==> src/rtl/alu_share_arbiter.sv <==
// alu_share_arbiter
//   Shares one combinational ALU between two requesters (0 = EX stage,
//   1 = branch/address-compare helper). One operation is in flight at a
//   time: IDLE grants and latches operands, EXEC lets the ALU settle on
//   the registered operands and captures result/flags, RESP holds the
//   response until the consumer takes it.
//
// Ports:
//   clk, rst                 clock (rising edge), synchronous active-high reset
//   reqN_valid/a/b/op        requester N operation (N = 0, 1)
//   reqN_ready               requester N accepted this cycle (IDLE only)
//   alu_a/alu_b/alu_ctrl     registered operands/control to the shared ALU
//   alu_result/alu_flags     ALU outputs, flags = {N, Z, C, V}
//   resp_valid/id/result/flags, resp_ready   response handshake
//   busy                     FSM not in IDLE
module alu_share_arbiter #(
    parameter bit          RR_EN  = 1'b1,
    parameter int unsigned DATA_W = 32
) (
    input  logic              clk,
    input  logic              rst,
    input  logic              req0_valid,
    input  logic [DATA_W-1:0] req0_a,
    input  logic [DATA_W-1:0] req0_b,
    input  logic [2:0]        req0_op,
    output logic              req0_ready,
    input  logic              req1_valid,
    input  logic [DATA_W-1:0] req1_a,
    input  logic [DATA_W-1:0] req1_b,
    input  logic [2:0]        req1_op,
    output logic              req1_ready,
    output logic [DATA_W-1:0] alu_a,
    output logic [DATA_W-1:0] alu_b,
    output logic [2:0]        alu_ctrl,
    input  logic [DATA_W-1:0] alu_result,
    input  logic [3:0]        alu_flags,
    output logic              resp_valid,
    output logic              resp_id,
    output logic [DATA_W-1:0] resp_result,
    output logic [3:0]        resp_flags,
    input  logic              resp_ready,
    output logic              busy
);

    typedef enum logic [1:0] {IDLE, EXEC, RESP} state_t;

    state_t            state, state_nx;
    logic              rr_ptr;
    logic [DATA_W-1:0] opnd_a, opnd_b;
    logic [2:0]        opnd_ctrl;
    logic              win_id;
    logic              gnt_vld, gnt_id, accept;

    // Grant selection; only meaningful while in IDLE.
    always_comb begin
        gnt_vld = req0_valid | req1_valid;
        gnt_id  = 1'b0;
        if (RR_EN) begin
            if (req0_valid && req1_valid) gnt_id = rr_ptr;
            else                          gnt_id = req1_valid;
        end else begin
            gnt_id = ~req0_valid;
        end
    end

    // Ready is held low while rst is asserted so no handshake can slip in
    // during the reset cycle itself.
    always_comb begin
        req0_ready = (state == IDLE) && !rst && gnt_vld && !gnt_id;
        req1_ready = (state == IDLE) && !rst && gnt_vld &&  gnt_id;
        accept     = req0_ready | req1_ready;
    end

    always_comb begin
        state_nx = state;
        case (state)
            IDLE: if (accept) state_nx = EXEC;
            EXEC: state_nx = RESP;
            RESP: if (resp_ready) state_nx = IDLE;
            default: state_nx = IDLE;
        endcase
    end

    always_ff @(posedge clk) begin
        if (rst) begin
            state       <= IDLE;
            rr_ptr      <= 1'b0;
            opnd_a      <= '0;
            opnd_b      <= '0;
            opnd_ctrl   <= '0;
            win_id      <= 1'b0;
            resp_id     <= 1'b0;
            resp_result <= '0;
            resp_flags  <= '0;
        end else begin
            state <= state_nx;
            if (accept) begin
                opnd_a    <= gnt_id ? req1_a  : req0_a;
                opnd_b    <= gnt_id ? req1_b  : req0_b;
                opnd_ctrl <= gnt_id ? req1_op : req0_op;
                win_id    <= gnt_id;
                if (RR_EN) rr_ptr <= ~gnt_id;
            end
            if (state == EXEC) begin
                resp_result <= alu_result;
                resp_flags  <= alu_flags;
                resp_id     <= win_id;
            end
        end
    end

    always_comb begin
        alu_a      = opnd_a;
        alu_b      = opnd_b;
        alu_ctrl   = opnd_ctrl;
        resp_valid = (state == RESP);
        busy       = (state != IDLE);
    end

endmodule

==> config.mk <==
export PLATFORM = sky130hd
export DESIGN_NAME = alu_share_arbiter
export DESIGN_NICKNAME = d
export VERILOG_FILES = /design/src/rtl/alu_share_arbiter.sv
export SDC_FILE = /design/constraint.sdc
export NUM_CORES = 1
export LEC_CHECK = 0
export CORE_MARGIN = 2
export CORE_UTILIZATION = 40
export DETAILED_ROUTE_END_ITERATION = 10
export PLACE_DENSITY_LB_ADDON = 0.25
export SLEW_MARGIN = 10
export SYNTH_ARGS = -nofsm -noshare
export SYNTH_HDL_FRONTEND = slang
export SYNTH_SLANG_ARGS = --single-unit
==> constraint.sdc <==
create_clock -name clk -period 3.1 [get_ports clk]
set_input_delay 0.775 -clock clk [delete_from_list [all_inputs] [get_ports clk]]
set_output_delay 0.775 -clock clk [all_outputs]
set_load 0.02 [all_outputs]
==> flow_metrics.env <==
export IMPL_status="complete, no violations"
export IMPL_clock_latency_ns=0.34
export IMPL_slew_headroom_pct=37.89
export IMPL_synth_top_cell_area_share_pct=47.99
export IMPL_port_buffers=282
export IMPL_p_per_area_mw_per_mm2=513.0
export IMPL_syn_nets=655
export IMPL_rows=38
export IMPL_fp_coreArea_mm2=0.01094
export IMPL_cp_max_fo=4
export IMPL_rsz0062_at_grt="no"
export IMPL_setup_ws_ns=0.07939
export IMPL_track_usage_pct=22.02
export IMPL_io_pins=283
export IMPL_slowest_stage="clkdlybuf4s50_1"
export IMPL_first_global_vias=4268
export IMPL_final_layout_size_suffix_gt1_share_pct=3.903
export IMPL_ys_seq_area_share_pct=47.99
export IMPL_crit_chain="clkdlybuf4s50_1, o21ai_4, nor2_1, clkdlybuf4s50_1"
export IMPL_clockRootBuffer="clkbuf_16"
export IMPL_finalNonFillerCells=883
export IMPL_finalSetupTns_ns=0
export IMPL_grt_pass1_wl_um=20440
export IMPL_cp_slowest_stage_delay_ns=0.62
export IMPL_yosys_area_top_type="dfxtp_1"
export IMPL_cp_top_family="buffers and inverters"
export IMPL_die_h_um=110.1
export IMPL_nFillCells=863
export IMPL_hpwl_um=10590
export IMPL_clkSlewWorstSetupHoldPaths_ns=0.06
export IMPL_grt_max_degree=108
export IMPL_dp_cells=867
export IMPL_n_antenna_cell=0
export IMPL_cp_arrival_ns=2.25
export IMPL_max_cap_viol_count=0
export IMPL_nets=913
export IMPL_tritoncts="yes"
export IMPL_skew_ns=0.005012
export IMPL_drc=0
export IMPL_dr_pass1_iters=4
export IMPL_clock_path_buffers=2
export IMPL_detail_route_antenna_nets=0
export IMPL_num_vias=4428
export IMPL_fin_crit_sh_pct=97.44
export IMPL_hp_class="flop to flop"
export IMPL_antenna_found_initial=0
export IMPL_cpMostUsedCell="clkdlybuf4s50_1"
export IMPL_synth_area_top_cells="dfxtp_1 (48%), mux2i_1 (15%), nand3b_1 (11%), nand2_1 (6.2%), o21ai_1 (4.6%)"
export IMPL_pre_cts_slack_ns=0.02346
export IMPL_final_common_cell="clkdlybuf4s50_1"
export IMPL_ir_drop_v=0.0003121
export IMPL_power_mw=3.920
export IMPL_die_x_um=110.1
export IMPL_synth_seq_cells=108
export IMPL_ys_warnings_count=0
export IMPL_fmax_mhz=331.1
export IMPL_final_hold_viol_count=0
export IMPL_crit_type="primary input to output pin"
export IMPL_cp_num_buf_inv=2
export IMPL_die_area_mm2=0.01213
export IMPL_clock_sinks=108
export IMPL_viasPerCell=5.015
export IMPL_routedWlPerCell_um=16.07
export IMPL_numCtsBuffers=9
export IMPL_finalCriticalPeriod_ns=3.021
export IMPL_cp_end_kind="output pin"
export IMPL_hold_ws_ns=0.4562
export IMPL_syn_inst=480
export IMPL_worst_slew_pin_slew_ns=0.9317
export IMPL_p_leak_nw=3.047
export IMPL_grt_overflow=0
export IMPL_syn_avg_cell_area_um2=9.387
export IMPL_area_growth_pct=69.62
export IMPL_crit_path_start_kind="primary input"
export IMPL_cp_required_ns=2.32
export IMPL_setup_violations=0
export IMPL_initialDrtViolationCount=203
export IMPL_start_util_pct=41.20
export IMPL_drt_wl_total_um=14190
export IMPL_ys_types=22
export IMPL_rrSetupSlack_ns=1.47
export IMPL_netlist_area_mm2=0.004506
export IMPL_maxSlewViolCount=0
export IMPL_cts_max_level=3
export IMPL_final_cell_mix="clkdlybuf4s50_1 (280), dfxtp_1 (108), nand2_1 (74), mux2i_1 (67), nand3b_1 (67)"
export IMPL_place_congestion=0.7725
## stage by stage
stage          instance area, µm²  utilization (%)
6_report                     7642            69.89
5_1_grt                      7642            69.89
4_1_cts                      7640            69.86
3_5_place_dp                 7307            66.82
3_3_place_gp                 7307            66.82
2_1_floorplan                4506                -
## what timing repair did
action | 4_1_cts | 5_1_grt
endpoints found under the setup margin | 0 | 1
resized for setup | 0 | 1
hold buffers | 0 | 0
setup buffers | 0 | 0
## worst paths after layout
| path | startpoint | to | cells past startpoint |
|---|---|---|---|
| max | req1_valid | req1_ready | 4 |
| min | resp_result[29] | resp_result[29] | 2 |
| max reg2reg | rr_ptr | alu_b[20] | 4 |
| min reg2reg | resp_result[29] | resp_result[29] | 2 |
## worst min-delay path: cells and delay by family (launching register included)
kind | cells | cell delay (ns)
flops | 1 | 0.31
simple gates | 1 | 0.05
compound gates | 1 | 0.05
## cells in the mapped netlist (all sizes together)
cell,count
a21oi,38
a2bb2oi,1
and2,1
buf,25
clkbuf,18
dfxtp,108
inv,2
mux2i,67
nand2,74
nand2b,2
nand3b,67
nor2,3
nor2b,2
nor3,2
o21ai,69
or2,1
## registers in the layout, indices dropped and copies added, names as in the netlist
name / count
win_id: 1
rr_ptr: 1
state: 2
alu_ctrl: 3
resp_id: 1
alu_a: 32
resp_flags: 4
alu_b: 32
resp_result: 32
## layout make-up
type / count / area [µm²] / share of cell area [%]
Clock inverter: 5 / 100.1 / 1.310
Tap cell: 140 / 175.2 / 2.292
Multi-Input combinational cell: 327 / 2085 / 27.28
Sequential cell: 108 / 2162 / 28.29
Clock buffer: 11 / 232.7 / 3.045
Inverter: 2 / 7.507 / 0.09823
Timing Repair Buffer: 290 / 2880 / 37.69
## where the power goes
group	internal, mW	switching [mW]	total [mW]
clock	0.788	0.489	1.28
combinational	0.557	0.485	1.04
sequential	1.53	0.0739	1.60
## layer usage
metal	wire, µm	vias up	track usage [%]	part of all wire (%)
li1	-	2174	-	-
met1	5028	2036	21.88	35
met2	7484	193	41.72	53
met3	1324	25	7.231	9.3
met4	353	0	9.107	2.5
met5	0	-	0	0
## logic make-up (layout without fill, tap and decap cells)
kind of cell    count (synthesis)  count (layout)  share of synthesized area [%]
flops                         108             108                          47.99
simple gates                  152             152                          18.74
buf+inv                        45             308                          6.220
mux                            67              67                          14.88
compound gates                108             108                          12.16
No activity file was read; power rests on OpenSTA's default activity.
